`src/rtl/iter_div_unit_pkg.sv`:
```
// Shared definitions for the iterative divider: op encodings, FSM states
// and small op-decoding helpers used by the datapath and control.
package iter_div_unit_pkg;

    typedef enum logic [1:0] {
        OP_DIV  = 2'b00,
        OP_DIVU = 2'b01,
        OP_REM  = 2'b10,
        OP_REMU = 2'b11
    } div_op_e;

    typedef enum logic [1:0] {
        IDLE = 2'b00,
        CALC = 2'b01,
        FIX  = 2'b10,
        DONE = 2'b11
    } div_state_e;

    function automatic logic op_is_signed(input div_op_e op);
        return (op == OP_DIV) || (op == OP_REM);
    endfunction

    function automatic logic op_is_rem(input div_op_e op);
        return (op == OP_REM) || (op == OP_REMU);
    endfunction

endpackage

```
`src/rtl/iter_div_unit_div_step.sv`:
```
// One restoring shift-subtract iteration on unsigned magnitudes.
// The next dividend bit is shifted into the partial remainder; if the
// divisor fits, it is subtracted and a quotient bit of 1 is produced.
module div_step
    import iter_div_unit_pkg::*;
#(
    parameter int DATA_WIDTH = 32
) (
    input  logic [DATA_WIDTH:0]   rem_in,
    input  logic [DATA_WIDTH-1:0] divisor,
    input  logic                  bit_in,
    output logic [DATA_WIDTH:0]   rem_out,
    output logic                  q_bit
);

    logic [DATA_WIDTH:0]   shifted;
    logic [DATA_WIDTH+1:0] diff;

    // Trial subtraction with one spare bit so the borrow is visible; a set top
    // bit in the incoming remainder means the divisor certainly fits.
    always_comb begin
        shifted = {rem_in[DATA_WIDTH-1:0], bit_in};
        diff    = {1'b0, shifted} - {2'b00, divisor};
        q_bit   = rem_in[DATA_WIDTH] | ~diff[DATA_WIDTH+1];
        rem_out = q_bit ? diff[DATA_WIDTH:0] : shifted;
    end

endmodule

```
`src/rtl/iter_div_unit.sv`:
```
// Multi-cycle integer divider for the EX stage (DIV/DIVU/REM/REMU).
// Works on operand magnitudes with one restoring step per cycle, then fixes
// signs in a single cycle. Divide-by-zero and signed overflow skip the loop.
module iter_div_unit
    import iter_div_unit_pkg::*;
#(
    parameter int DATA_WIDTH = 32
) (
    input  logic                  clk,
    input  logic                  rst,
    input  logic                  start,
    input  logic [1:0]            op,
    input  logic [DATA_WIDTH-1:0] rs1,
    input  logic [DATA_WIDTH-1:0] rs2,
    input  logic                  flush,
    output logic                  busy,
    output logic                  done,
    output logic [DATA_WIDTH-1:0] result
);

    localparam int CW = (DATA_WIDTH > 1) ? $clog2(DATA_WIDTH) : 1;
    localparam logic [CW-1:0]         LAST_STEP = CW'(DATA_WIDTH - 1);
    localparam logic [DATA_WIDTH-1:0] MOST_NEG  = {1'b1, {(DATA_WIDTH-1){1'b0}}};
    localparam logic [DATA_WIDTH-1:0] ALL_ONES  = '1;

    div_state_e            state;
    logic [CW-1:0]         count;
    div_op_e               op_q;
    logic [DATA_WIDTH:0]   rem_q;
    logic [DATA_WIDTH-1:0] quo_q;
    logic [DATA_WIDTH-1:0] divisor_q;
    logic                  neg_quo_q;
    logic                  neg_rem_q;

    div_op_e               op_in;
    logic                  in_signed;
    logic                  in_a_neg;
    logic                  in_b_neg;
    logic [DATA_WIDTH-1:0] a_mag;
    logic [DATA_WIDTH-1:0] b_mag;
    logic                  in_div_zero;
    logic                  in_overflow;
    logic [DATA_WIDTH-1:0] special_result;

    logic [DATA_WIDTH:0]   step_rem;
    logic                  step_q;

    logic [DATA_WIDTH-1:0] quo_fixed;
    logic [DATA_WIDTH-1:0] rem_fixed;
    logic [DATA_WIDTH-1:0] fix_result;

    // Decode the incoming request: sign flags, magnitudes and the two
    // shortcut cases. The most-negative value negates to itself, which is
    // exactly its unsigned magnitude.
    always_comb begin
        op_in       = div_op_e'(op);
        in_signed   = op_is_signed(op_in);
        in_a_neg    = in_signed & rs1[DATA_WIDTH-1];
        in_b_neg    = in_signed & rs2[DATA_WIDTH-1];
        a_mag       = in_a_neg ? (~rs1 + DATA_WIDTH'(1)) : rs1;
        b_mag       = in_b_neg ? (~rs2 + DATA_WIDTH'(1)) : rs2;
        in_div_zero = (rs2 == '0);
        in_overflow = in_signed && (rs1 == MOST_NEG) && (rs2 == ALL_ONES);
        if (in_div_zero) begin
            special_result = op_is_rem(op_in) ? rs1 : ALL_ONES;
        end else begin
            special_result = op_is_rem(op_in) ? '0 : MOST_NEG;
        end
    end

    // quo_q starts as the dividend magnitude; its MSB feeds each step while
    // quotient bits shift in at the bottom.
    div_step #(
        .DATA_WIDTH(DATA_WIDTH)
    ) u_step (
        .rem_in (rem_q),
        .divisor(divisor_q),
        .bit_in (quo_q[DATA_WIDTH-1]),
        .rem_out(step_rem),
        .q_bit  (step_q)
    );

    // Sign correction applied at the end of the loop.
    always_comb begin
        quo_fixed  = neg_quo_q ? (~quo_q + DATA_WIDTH'(1)) : quo_q;
        rem_fixed  = neg_rem_q ? (~rem_q[DATA_WIDTH-1:0] + DATA_WIDTH'(1))
                               : rem_q[DATA_WIDTH-1:0];
        fix_result = op_is_rem(op_q) ? rem_fixed : quo_fixed;
    end

    // Control FSM with registered busy/done/result; reset beats flush,
    // flush beats everything else outside IDLE.
    always_ff @(posedge clk) begin
        if (rst) begin
            state     <= IDLE;
            count     <= '0;
            op_q      <= OP_DIV;
            rem_q     <= '0;
            quo_q     <= '0;
            divisor_q <= '0;
            neg_quo_q <= 1'b0;
            neg_rem_q <= 1'b0;
            busy      <= 1'b0;
            done      <= 1'b0;
            result    <= '0;
        end else if (flush && (state != IDLE)) begin
            state <= IDLE;
            count <= '0;
            busy  <= 1'b0;
            done  <= 1'b0;
        end else begin
            case (state)
                IDLE: begin
                    done <= 1'b0;
                    if (start && !flush) begin
                        op_q      <= op_in;
                        rem_q     <= '0;
                        quo_q     <= a_mag;
                        divisor_q <= b_mag;
                        neg_quo_q <= in_a_neg ^ in_b_neg;
                        neg_rem_q <= in_a_neg;
                        count     <= '0;
                        if (in_div_zero || in_overflow) begin
                            result <= special_result;
                            busy   <= 1'b0;
                            done   <= 1'b1;
                            state  <= DONE;
                        end else begin
                            busy  <= 1'b1;
                            state <= CALC;
                        end
                    end
                end
                CALC: begin
                    rem_q <= step_rem;
                    quo_q <= {quo_q[DATA_WIDTH-2:0], step_q};
                    if (count == LAST_STEP) begin
                        count <= '0;
                        state <= FIX;
                    end else begin
                        count <= count + CW'(1);
                    end
                end
                FIX: begin
                    result <= fix_result;
                    busy   <= 1'b0;
                    done   <= 1'b1;
                    state  <= DONE;
                end
                DONE: begin
                    done  <= 1'b0;
                    state <= IDLE;
                end
                default: begin
                    busy  <= 1'b0;
                    done  <= 1'b0;
                    state <= IDLE;
                end
            endcase
        end
    end

endmodule
```
`config.mk`:
```
export PLATFORM = sky130hd
export DESIGN_NAME = iter_div_unit
export DESIGN_NICKNAME = d
export VERILOG_FILES = /design/src/rtl/iter_div_unit_pkg.sv /design/src/rtl/iter_div_unit_div_step.sv /design/src/rtl/iter_div_unit.sv
export SDC_FILE = /design/constraint.sdc
export NUM_CORES = 1
export LEC_CHECK = 0
export CORE_MARGIN = 2
export CORE_UTILIZATION = 28
export DETAILED_ROUTE_END_ITERATION = 6
export HOLD_SLACK_MARGIN = 0.06
export REMOVE_ABC_BUFFERS = 1
export SLEW_MARGIN = 0
export SYNTH_ARGS = -nofsm -noshare
export SYNTH_HDL_FRONTEND = slang
export SYNTH_SLANG_ARGS = --single-unit
```
`constraint.sdc`:
```
create_clock -name clk -period 3.2 [get_ports clk]
set_input_delay 0.48 -clock clk [delete_from_list [all_inputs] [get_ports clk]]
set_output_delay 0.48 -clock clk [all_outputs]
set_load 0.02 [all_outputs]
```
==> PnR_summary.wiki <==
{| class="wikitable"
! Metric !! Value
|-
| RSZ-0062 raised after global routing || true
|-
| Seq/Total Area, Yosys || 26.09%
|-
| Mean instance size in the synthesized netlist || 7.222 um^2
|-
| Status || finished clean
|-
| Die Area || 40,230 um^2
|-
| Standard cell with the maximum stage delay on the critical path || sky130_fd_sc_hd__or4_4
|-
| Peak supply drop || 0.3522 mV
|-
| Hold-fix buffers at CTS || 0
|-
| Final Hold Vio Count || 0
|-
| Required time of the worst setup path || 3.53 ns
|-
| Insertion delay to the later sink of the worst-skew pair || 0.44 ns
|-
| Share of flip-flops with an asynchronous set or reset || 0%
|-
| Maximum number of pins on one net before global-route repair || 80
|-
| Most common cell after layout, fill and taps aside || sky130_fd_sc_hd__nand2_1
|-
| Total power draw || 6.607 mW
|-
| TritonCTS clock tree || done
|-
| Detailed-route wire length per cell || 16.25 um
|-
| H-Tree Depth || 4
|-
| Critical-path cell list || clkdlybuf4s50_1 > or4_4 > or3_4 > nor4_4 > nand4b_1 > buf_4 > o21a_1 > nand3b_4 > a21oi_4 > buf_4 > clkbuf_16 > a31oi_1 > o21a_1
|-
| TritonCTS sink count || 141
|-
| Static leakage power || 5.280 nW
|-
| P&R area growth vs syn || 28.91%
|-
| Final period utilization || 97.79%
|-
| Initial core utilization || 28.19%
|-
| First-pass GRT wire length || 56.93 mm
|-
| Clock edge transition at the registers on the reported setup and hold paths || 0.06 ns
|-
| Pin slew with the least headroom to its limit || 0.8385 ns
|-
| Final period demand of the worst path || 3.129 ns
|-
| Via count of the first global-routing pass || 10,574
|-
| Worst Path Arrival || 3.46 ns
|-
| Clock root cell || sky130_fd_sc_hd__clkbuf_16
|-
| Largest stage delay, worst path || 0.54 ns
|-
| Routed via count divided by cell count || 5.072
|-
| Antenna violations before repair || 0
|-
| Longest Clk Path Bufs || 2
|-
| Number of endpoints failing setup at the final stage || 0
|-
| First-pass iteration count of the detailed router || 5
|-
| Global route overflow || 0
|-
| Startpoint Class || input port
|-
| Number of slew-limit violations in the final report || 0
|-
| Synthesized flop and latch total || 141
|-
| Number of enable-type register cells in the synthesized netlist || 0
|-
| Die boundary width || 200.6 um
|-
| Die Ht || 200.6 um
|-
| Global-route total usage across every layer || 17.45%
|-
| Max_cap viols || 0
|-
| Area of the placeable core || 38,380 um^2
|-
| Row Count || 72
|-
| DR vias || 11,188
|-
| HPWL Detailed || 27.61 mm
|-
| Most used cells in the layout excluding fill and tap cells || sky130_fd_sc_hd__nand2_1 (203), sky130_fd_sc_hd__nor2_1 (156), sky130_fd_sc_hd__o21ai_0 (143)
|-
| DRC violation total after the first TritonRoute iteration || 766
|-
| Share of post-route cells with drive strength above 1 || 13.21%
|-
| Warnings from Yosys || 0
|-
| CTS Buf Count || 17
|-
| Relative max-transition margin || 44.10%
|-
| Unique cell type count in the Yosys netlist || 70
|-
| Highest achievable clock rate || 319.5 MHz
|-
| Setup slack at placement || -0.4738 ns
|-
| Filler cells || 4,090
|-
| Ratio of total power to cell area || 473.7 nW/um^2
|-
| Last weighted congestion value of the routability-driven placer || 0.8861
|-
| Commonest register cell after synthesis || sky130_fd_sc_hd__dfxtp_1
|-
| Crit end category || flop
|-
| Kind of critical path || input port to flop
|-
| Antenna viol nets, final || 0
|-
| Final worst slack || 0.07058 ns
|-
| Total of buffers placed on input and output ports || 103
|-
| Count of nets after finishing || 1,790
|-
| Post-Synthesis Cell Area || 10,820 um^2
|-
| DRC || 0
|-
| Num ports || 104
|-
| CP max FO || 17
|-
| Worst clock skew || 0.01164 ns
|-
| Ant diodes || 0
|-
| Final WL || 35.85 mm
|-
| Syn Inst Count || 1,498
|-
| Classification of the worst-slack hold path || input port to flop
|}
worst max-delay path: cells and delay by family:
kind | cells | cell delay (ns)
buffers and inverters | 4 | 0.96
AO/OA/AOI/OAI | 4 | 0.52
AND/OR/NAND/NOR | 5 | 1.47
kinds of logic after synthesis:
| group | Yosys count | synth area share (%) |
|---|---|---|
| compound gates | 484 | 28.82 |
| buf+inv | 155 | 5.643 |
| fa+ha+maj | 44 | 5.158 |
| flops | 141 | 26.09 |
| simple gates | 525 | 22.13 |
| xor+xnor | 141 | 11.41 |
| mux | 8 | 0.7402 |
Yosys cell counts, types with 8 or more instances:
cell type                  count  area share [%]
sky130_fd_sc_hd__o211ai_1     10            0.69
sky130_fd_sc_hd__o21ai_0     144             6.7
sky130_fd_sc_hd__a211oi_1     44             3.1
sky130_fd_sc_hd__or4_1        10            0.69
sky130_fd_sc_hd__clkbuf_1     79             2.7
sky130_fd_sc_hd__xor2_1       68             5.5
sky130_fd_sc_hd__a21oi_1     140             6.5
sky130_fd_sc_hd__ha_1         43             5.0
sky130_fd_sc_hd__or3_1        14            0.81
sky130_fd_sc_hd__dfxtp_1     141              26
sky130_fd_sc_hd__nor4_1       10            0.58
sky130_fd_sc_hd__nand4_1      14            0.81
sky130_fd_sc_hd__mux2i_1       8            0.74
sky130_fd_sc_hd__a31oi_1      12            0.69
sky130_fd_sc_hd__inv_1        63             2.2
sky130_fd_sc_hd__a21o_1       14            0.97
sky130_fd_sc_hd__a32oi_1      13             1.1
sky130_fd_sc_hd__nor2_1      160             5.6
sky130_fd_sc_hd__nand2b_1     17            0.98
sky130_fd_sc_hd__xnor2_1      73             5.9
sky130_fd_sc_hd__a311oi_2     12             1.7
sky130_fd_sc_hd__nand3_1      19            0.88
sky130_fd_sc_hd__nor3_1       38             1.8
sky130_fd_sc_hd__nand2_1     203             7.0
sky130_fd_sc_hd__o31ai_1      30             2.1
sky130_fd_sc_hd__nor2b_1      10            0.58
sky130_fd_sc_hd__o41ai_1      11            0.89
flip-flops by register name, summed over array words and instances, names as in the netlist:
signal and flops:
rem_q 33, divisor_q 32, quo_q 32, result 32, count 5, state 2, busy 1, done 1
neg_quo_q 1, neg_rem_q 1, op_q 1
power by group:
group	internal [mW]	total, mW	switching, mW
Sequential	1.94	2.14	0.202
Combinational	1.08	2.66	1.58
Clock	0.993	1.80	0.811
Total	4.01	6.61	2.60
worst paths after layout:
check / from / end / slack [ns] / depth (start not counted)
setup reg to reg: rem_q[17]$_SDFFE_PP0P_ / rem_q[31]$_SDFFE_PP0P_ / 0.20 / 10
setup / recovery: rs2[8] / result[19]$_SDFFE_PP0P_ / 0.07 / 13
hold reg to reg: divisor_q[0]$_SDFFE_PP0P_ / divisor_q[0]$_SDFFE_PP0P_ / 0.46 / 2
hold / removal: rst / neg_quo_q$_SDFFE_PP0P_ / 0.44 / 2
what timing repair did:
action | in CTS | in global routing
resized for setup | 1 | 11
buffers inserted | 0 | 3
gates cloned | 0 | 2
endpoints found under the setup margin | 5 | 28
pin swaps | 0 | 4
stage by stage:
stage / setup TNS (ns) / utilization [%] / cell area, um^2 / hold WS [ns] / std cells
floorplan: -170.84 / - / 10450 / 0.4265 / 1406
global placement: -10.34 / 34.68 / 13310 / 0.4498 / 2170
detailed placement: -13.38 / 34.68 / 13310 / 0.4552 / 2170
CTS: 0 / 36.05 / 13840 / 0.4322 / 2201
global route: -0.07936 / 36.34 / 13950 / 0.4482 / 2206
finish: 0 / 36.34 / 13950 / 0.4353 / 2206
final cells by class:
type / count / area, um^2 / share of cell area (%)
tap: 518 / 648.1 / 4.647
inverter: 63 / 236.5 / 1.696
timing repair buffer: 251 / 2270 / 16.27
sequential: 141 / 2823 / 20.24
clock buffer: 18 / 439.2 / 3.149
clock inverter: 13 / 77.57 / 0.5562
multi-input combinational: 1202 / 7453 / 53.44
metal layers:
metal	routed length [um]	up-vias	global-route usage (%)
li1	-	5711	-
met3	1631	42	1.899
met2	16430	298	28.65
met1	16980	5137	23.95
met5	0	-	0
met4	811	0	5.556
Power figures use the tool's default switching activity.
